### src/rtl/mac_seq_feeder_if.sv
// ============================================================================
// Module   : mac_seq_feeder_if
// Purpose  : host-side write/start/status bundle of the MAC sequence feeder.
// Revision : 1.0
// ============================================================================
`default_nettype none

interface mac_seq_feeder_if #(
    parameter int AW = 4
);
    logic               wr_en;
    logic signed [3:0]  wr_in;
    logic signed [3:0]  wr_w;
    logic               start;
    logic [AW:0]        count;
    logic               full;
    logic               busy;
    logic               ovf;
    logic signed [11:0] result;
    logic               done;

    modport master (
        output wr_en, wr_in, wr_w, start,
        input  count, full, busy, ovf, result, done
    );

    modport slave (
        input  wr_en, wr_in, wr_w, start,
        output count, full, busy, ovf, result, done
    );
endinterface

`default_nettype wire

### src/rtl/mac_seq_feeder.sv
// ============================================================================
// Module   : mac_seq_feeder
// Purpose  : buffers operand pairs and sequences one clear/stream/drain MAC run.
// Revision : 1.0
// ============================================================================
`default_nettype none

module mac_seq_feeder #(
    parameter int DEPTH   = 16,
    parameter int MAC_LAT = 1,
    parameter int AW      = 4
) (
    input  wire                clk,
    input  wire                rstb,
    mac_seq_feeder_if.slave    host,
    output logic signed [3:0]  mac_in,
    output logic signed [3:0]  mac_w,
    output logic               mac_rstb,
    input  wire signed [11:0]  mac_out
);
    localparam int          c_DRW        = (MAC_LAT > 1) ? $clog2(MAC_LAT) : 1;
    localparam logic [AW:0] c_FULL       = (AW+1)'(DEPTH);
    localparam logic [c_DRW-1:0] c_DRAIN_LAST = c_DRW'(MAC_LAT - 1);

    typedef enum logic [2:0] {
        S_IDLE   = 3'd0,
        S_CLEAR  = 3'd1,
        S_STREAM = 3'd2,
        S_DRAIN  = 3'd3,
        S_DONE   = 3'd4
    } state_t;

    state_t             r_state;
    state_t             w_state_nxt;
    logic [7:0]         r_buf [DEPTH];
    logic [AW-1:0]      r_wr_ptr;
    logic [AW-1:0]      r_rd_ptr;
    logic [AW-1:0]      w_rd_addr;
    logic [AW:0]        r_count;
    logic [AW:0]        w_count_nxt;
    logic [c_DRW-1:0]   r_drain;
    logic               r_full;
    logic               r_busy;
    logic               r_ovf;
    logic               r_done;
    logic signed [11:0] r_result;
    logic signed [3:0]  r_mac_in;
    logic signed [3:0]  r_mac_w;
    logic               r_mac_rstb;
    logic               w_wr_ok;
    logic               w_last;

    assign w_wr_ok = (r_state == S_IDLE) && host.wr_en && !r_full;
    assign w_last  = ({1'b0, r_rd_ptr} == (r_count - 1'b1));
    // Operands are registered, so the next pair is fetched one cycle ahead.
    assign w_rd_addr = (r_state == S_CLEAR) ? '0 : r_rd_ptr + 1'b1;

    always_comb begin
        w_state_nxt = r_state;
        case (r_state)
            S_IDLE:   if (host.start) w_state_nxt = S_CLEAR;
            S_CLEAR:  w_state_nxt = (r_count != '0) ? S_STREAM : S_DRAIN;
            S_STREAM: if (w_last) w_state_nxt = S_DRAIN;
            S_DRAIN:  if (r_drain == c_DRAIN_LAST) w_state_nxt = S_DONE;
            S_DONE:   w_state_nxt = S_IDLE;
            default:  w_state_nxt = S_IDLE;
        endcase
    end

    always_comb begin
        w_count_nxt = r_count;
        if (r_state == S_DONE) begin
            w_count_nxt = '0;
        end else if (w_wr_ok) begin
            w_count_nxt = r_count + 1'b1;
        end
    end

    always_ff @(posedge clk) begin
        if (w_wr_ok) begin
            r_buf[r_wr_ptr] <= {host.wr_in, host.wr_w};
        end
    end

    always_ff @(posedge clk or negedge rstb) begin
        if (!rstb) begin
            r_state    <= S_IDLE;
            r_wr_ptr   <= '0;
            r_rd_ptr   <= '0;
            r_count    <= '0;
            r_drain    <= '0;
            r_full     <= 1'b0;
            r_busy     <= 1'b0;
            r_ovf      <= 1'b0;
            r_done     <= 1'b0;
            r_result   <= '0;
            r_mac_in   <= '0;
            r_mac_w    <= '0;
            r_mac_rstb <= 1'b0;
        end else begin
            r_state    <= w_state_nxt;
            r_count    <= w_count_nxt;
            r_full     <= (w_count_nxt == c_FULL);
            r_busy     <= (w_state_nxt != S_IDLE);
            r_mac_rstb <= (w_state_nxt != S_CLEAR);
            r_done     <= (r_state == S_DONE);

            if (host.wr_en && (r_full || (r_state != S_IDLE))) begin
                r_ovf <= 1'b1;
            end

            if (r_state == S_DONE) begin
                r_wr_ptr <= '0;
                r_result <= mac_out;
            end else if (w_wr_ok) begin
                r_wr_ptr <= r_wr_ptr + 1'b1;
            end

            if (r_state == S_STREAM) begin
                r_rd_ptr <= r_rd_ptr + 1'b1;
            end else begin
                r_rd_ptr <= '0;
            end

            r_drain <= (r_state == S_DRAIN) ? r_drain + 1'b1 : '0;

            // Zero operands outside STREAM keep the MAC accumulator frozen.
            if (w_state_nxt == S_STREAM) begin
                r_mac_in <= r_buf[w_rd_addr][7:4];
                r_mac_w  <= r_buf[w_rd_addr][3:0];
            end else begin
                r_mac_in <= '0;
                r_mac_w  <= '0;
            end
        end
    end

    assign host.count  = r_count;
    assign host.full   = r_full;
    assign host.busy   = r_busy;
    assign host.ovf    = r_ovf;
    assign host.result = r_result;
    assign host.done   = r_done;
    assign mac_in      = r_mac_in;
    assign mac_w       = r_mac_w;
    assign mac_rstb    = r_mac_rstb;

endmodule

`default_nettype wire

### src/flat_wrapper.sv
// flat-port wrapper written by rule: the top's interface ports become plain ports
module mac_seq_feeder_flat 
#(
    parameter int DEPTH   = 16,
    parameter int MAC_LAT = 1,
    parameter int AW      = 4
)
  (clk, rstb, mac_in, mac_w, mac_rstb, mac_out, host_wr_en, host_wr_in, host_wr_w, host_start, host_count, host_full, host_busy, host_ovf, host_result, host_done);
  mac_seq_feeder_if #(.AW(AW)) host_i ();
  input  wire clk;
  input  wire rstb;
  output logic signed [3:0] mac_in;
  output logic signed [3:0] mac_w;
  output logic mac_rstb;
  input  wire signed [11:0] mac_out;
  input wire logic [$bits(host_i.wr_en)-1:0] host_wr_en;
  input wire logic [$bits(host_i.wr_in)-1:0] host_wr_in;
  input wire logic [$bits(host_i.wr_w)-1:0] host_wr_w;
  input wire logic [$bits(host_i.start)-1:0] host_start;
  output wire logic [$bits(host_i.count)-1:0] host_count;
  output wire logic [$bits(host_i.full)-1:0] host_full;
  output wire logic [$bits(host_i.busy)-1:0] host_busy;
  output wire logic [$bits(host_i.ovf)-1:0] host_ovf;
  output wire logic [$bits(host_i.result)-1:0] host_result;
  output wire logic [$bits(host_i.done)-1:0] host_done;
  assign host_i.wr_en = host_wr_en;
  assign host_i.wr_in = host_wr_in;
  assign host_i.wr_w = host_wr_w;
  assign host_i.start = host_start;
  assign host_count = host_i.count;
  assign host_full = host_i.full;
  assign host_busy = host_i.busy;
  assign host_ovf = host_i.ovf;
  assign host_result = host_i.result;
  assign host_done = host_i.done;
  mac_seq_feeder #(.DEPTH(DEPTH), .MAC_LAT(MAC_LAT), .AW(AW)) u_core (.clk(clk), .rstb(rstb), .host(host_i), .mac_in(mac_in), .mac_w(mac_w), .mac_rstb(mac_rstb), .mac_out(mac_out));
endmodule
### config.mk
export PLATFORM = sky130hd
export DESIGN_NAME = mac_seq_feeder_flat
export DESIGN_NICKNAME = d
export VERILOG_FILES = /design/src/rtl/mac_seq_feeder_if.sv /design/src/rtl/mac_seq_feeder.sv /design/src/flat_wrapper.sv
export SDC_FILE = /design/constraint.sdc
export NUM_CORES = 1
export LEC_CHECK = 0
export BUFFER_PORTS_ARGS = -buffer_cell sky130_fd_sc_hd__buf_4
export CORE_MARGIN = 1.5
export CORE_UTILIZATION = 34
export DETAILED_ROUTE_END_ITERATION = 10
export GPL_ROUTABILITY_DRIVEN = 0
export PLACE_DENSITY = 0.51
export SYNTH_ARGS = -nofsm -noshare
export SYNTH_HDL_FRONTEND = slang
export SYNTH_SLANG_ARGS = --single-unit
### constraint.sdc
create_clock -name clk -period 3.9 [get_ports clk]
set_input_delay 0.78 -clock clk [delete_from_list [all_inputs] [get_ports clk]]
set_output_delay 0.78 -clock clk [all_outputs]
set_load 0.01 [all_outputs]
==> impl_metrics.yaml <==
status:
  status: "finished clean"
grt:
  global_route_wire_length_before_repair_um: 26400
  grt_pass1_vias: 4438
  antenna_violations_before_repair: 0
  grt_max_degree: 100
  grt.overflow.total: 0
  track_usage: 0.163
power:
  leakagePower_nw: 3.02
  power.density_mw_per_mm2: 413
  peakVddDrop_mv: 0.333
critical_path:
  crit_fanout: 16
  cp_data_arrival_time_ns: 3.06
  critical_path.endpoint_type: "flip-flop"
  critPathLaunchType: "flip-flop"
  ff2ff_setup_slack_ns: 1.20
  setup.worst_path.class: "flip-flop to flip-flop"
  ff2ff_path_depth: 6
  crit-reg2reg-launch: "u_core.r_rd_ptr[1]$_DFF_PN0_"
  r2r-end: "u_core.mac_in[1]$_DFF_PN0_"
  critPathRequiredTime_ns: 4.26
synthesis:
  synth_simple_gate_area_frac: 0.125
  synth_most_common_cell: "edfxtp_1"
  fraction_of_registers_with_async_set_or_reset_after_synthesis: 0.247
  synthesis.yosys.warnings: 0
  yosysUniqueCellTypes: 45
  synthDominantAreaCellType: "edfxtp_1"
  main_combinational_cell_family_by_area_after_synthesis: "simple AND/OR/NAND/NOR gates"
  muxShareOfSynthArea: 0.0509
  synth_fp_nets: 572
  synth-main-ff-cell: "edfxtp_1"
  post_synthesis_cell_area_sq_mm: 0.00727
  synth.ff_latch_count: 170
  synth-compound-area-share: 0.0938
  yosysTopAreaCellShare: 0.529
  synth_xor_area_frac: 0.0169
  sequential_cell_area_fraction_in_the_yosys_report: 0.673
  synth_area_leaders: "edfxtp_1 (53%), dfrtp_1 (14%), mux2_2 (5.0%)"
  synth_enable_flop_cells: 128
  ys_top_cells_by_count: "edfxtp_1 (128), nand2_1 (47), dfrtp_1 (42), a21oi_1 (35), nor2_1 (35)"
  synth_adder_area_share: 0.0120
  synthesis.area_per_instance_sq_um: 13.4
  netlist_instances: 541
floorplan:
  die_y_um: 149
  rows: 53
  num_io_pins: 54
  core_area_sq_mm: 0.0210
  die_w_um: 149
  floorplan.initialDensity: 0.346
  design.die.area_sq_mm: 0.0223
clocking:
  cts.hold.buffers_added: 0
  post_cts_buffers: 0
  clock_tree_sinks: 170
  worst_setup_hold_path_clk_slew_ns: 0.06
  htree_levels: 4
  max-clock-path-buffers: 2
  cts_resized: 0
  cts_tree: "built"
  root_buffer: "clkbuf_16"
  tritoncts.num_buffers: 17
  clk_latency_ns: 0.43
run:
  maxCapViolCount: 0
cells_and_area:
  multi_input_comb_area_sq_mm: 0.00217
  final_nets: 622
  register_cell_area_after_layout_sq_mm: 0.00490
  final_core_util: 0.403
  fill_cell_instance_count_of_the_final_layout: 1966
  final_layout_size_suffix_gt1_frac: 0.222
  antenna-diode-count: 0
  layout-area-overhead-vs-synth_pct: 16.5
placement:
  post-dp-hpwl_um: 11300
  io_buffers: 53
timing:
  final-max-slew-violation-count: 0
  final_period_minus_worst_setup_slack_ns: 2.70
  grt_setup_unrepaired: "false"
  setup_viol: 0
  fin_setup_tns_ns: 0
  timing.clock.skew_ns: 0.0133
  fin_crit_sh: 0.692
  fmaxAchievable_ghz: 0.370
  finalHoldViolations: 0
  tightest_slew_ns: 1.31
  maxSlewHeadroom: 0.122
  hold_slack_ns: 0.340
route:
  drt_wl_total_um: 17300
  drtAntennaViolNets: 0
  firstDrtPassIters: 5
  via_count: 4506
  vias_per_cell: 5.13
  initialDrtViolationCount: 326
  wire_per_inst_um: 19.7
  drt_drc_violations_left: 0
worst_hold_path:
  min-delay-path-class: "input port to asynchronous set/reset pin"
==> cell usage in the layout, fill, tap and decap left out, types with 4 or more instances in the layout <==
cell type	n
edfxtp_1	128
buf_4	67
nand2_1	47
dfrtp_1	41
nor2_1	35
a21oi_1	35
mux2_2	32
o221ai_1	32
or3_1	17
nor2b_1	17
clkbuf_16	17
nand2b_1	16
o21ai_1	15
inv_1	12
xnor2_1	9
a22o_1	8
ha_1	7
xor2_1	5
and2_1	5
nor3_1	5
clkbuf_1	5
nor4_1	4
==> through the flow <==
step,std cells,worst slack (ns),power (mW),area (sq um)
after floorplan,541,1.54,1.99,7270
after global placement,847,1.31,2.04,7960
after detailed placement,847,1.22,2.04,7960
after CTS,879,1.25,3.53,8470
after global routing,879,1.11,3.61,8470
final,879,1.20,3.50,8470
==> power by group <==
part | leakage (nW) | total [mW] | switching (mW) | internal (mW)
Sequential | 1.62 | 1.95 | 0.0000000000000000119 | 1.95
Clock | 0.243 | 1.50 | 0.683 | 0.816
Combinational | 1.15 | 0.0526 | 0.0375 | 0.0151
==> registers in the layout (all words and copies together), names as in the netlist, 3 cells and up <==
register and flops:
u_core.host.result 12, u_core.host.count 5, u_core.r_buf 128, u_core.mac_w 4, u_core.r_rd_ptr 4, u_core.r_wr_ptr 4, u_core.r_state 3, u_core.mac_in 4
==> area by class of cell <==
class | instances | area share
clock inverters | 10 | 0.00842
multi-input cells | 323 | 0.256
clock buffers | 22 | 0.0524
repair buffers | 67 | 0.0594
well taps | 275 | 0.0406
flip-flops and latches | 170 | 0.578
inverters | 12 | 0.00532
==> how the worst max path moves through the flow <==
stage / startpoint / end / slack [ns]
floorplan: u_core.r_state[2]$_DFF_PN0_ / u_core.r_buf[4][0]$_DFFE_PP_ / 1.54
global placement: u_core.r_rd_ptr[1]$_DFF_PN0_ / u_core.mac_in[1]$_DFF_PN0_ / 1.31
detailed placement: u_core.r_rd_ptr[1]$_DFF_PN0_ / u_core.mac_in[1]$_DFF_PN0_ / 1.22
CTS: u_core.r_rd_ptr[1]$_DFF_PN0_ / u_core.mac_in[1]$_DFF_PN0_ / 1.25
global route: u_core.r_rd_ptr[1]$_DFF_PN0_ / u_core.mac_in[1]$_DFF_PN0_ / 1.11
finish: u_core.r_rd_ptr[1]$_DFF_PN0_ / u_core.mac_in[1]$_DFF_PN0_ / 1.20
==> kinds of logic after synthesis <==
family / after synthesis
DFF: 170
adders and majority gates: 7
muxes: 33
xor gates and xnor gates: 14
and+or+nand+nor: 169
AOI/OAI and AO/OA: 100
buffers and inverters: 48
==> layer usage <==
| layer | global-route usage | part of all wire |
|---|---|---|
| met5 | 0 | 0 |
| met4 | 0.0609 | 0.021 |
| met3 | 0.0327 | 0.042 |
| met2 | 0.260 | 0.48 |
| met1 | 0.218 | 0.46 |
==> critical path, cell delays in order, from the launching register on <==
cell      delay (ns)
dfrtp_1         0.41
ha_1            0.21
xnor2_1         0.16
nor2_1          1.00
o221ai_1        0.47
o21ai_1         0.24
a22o_1          0.15
Power figures use the tool's default switching activity.
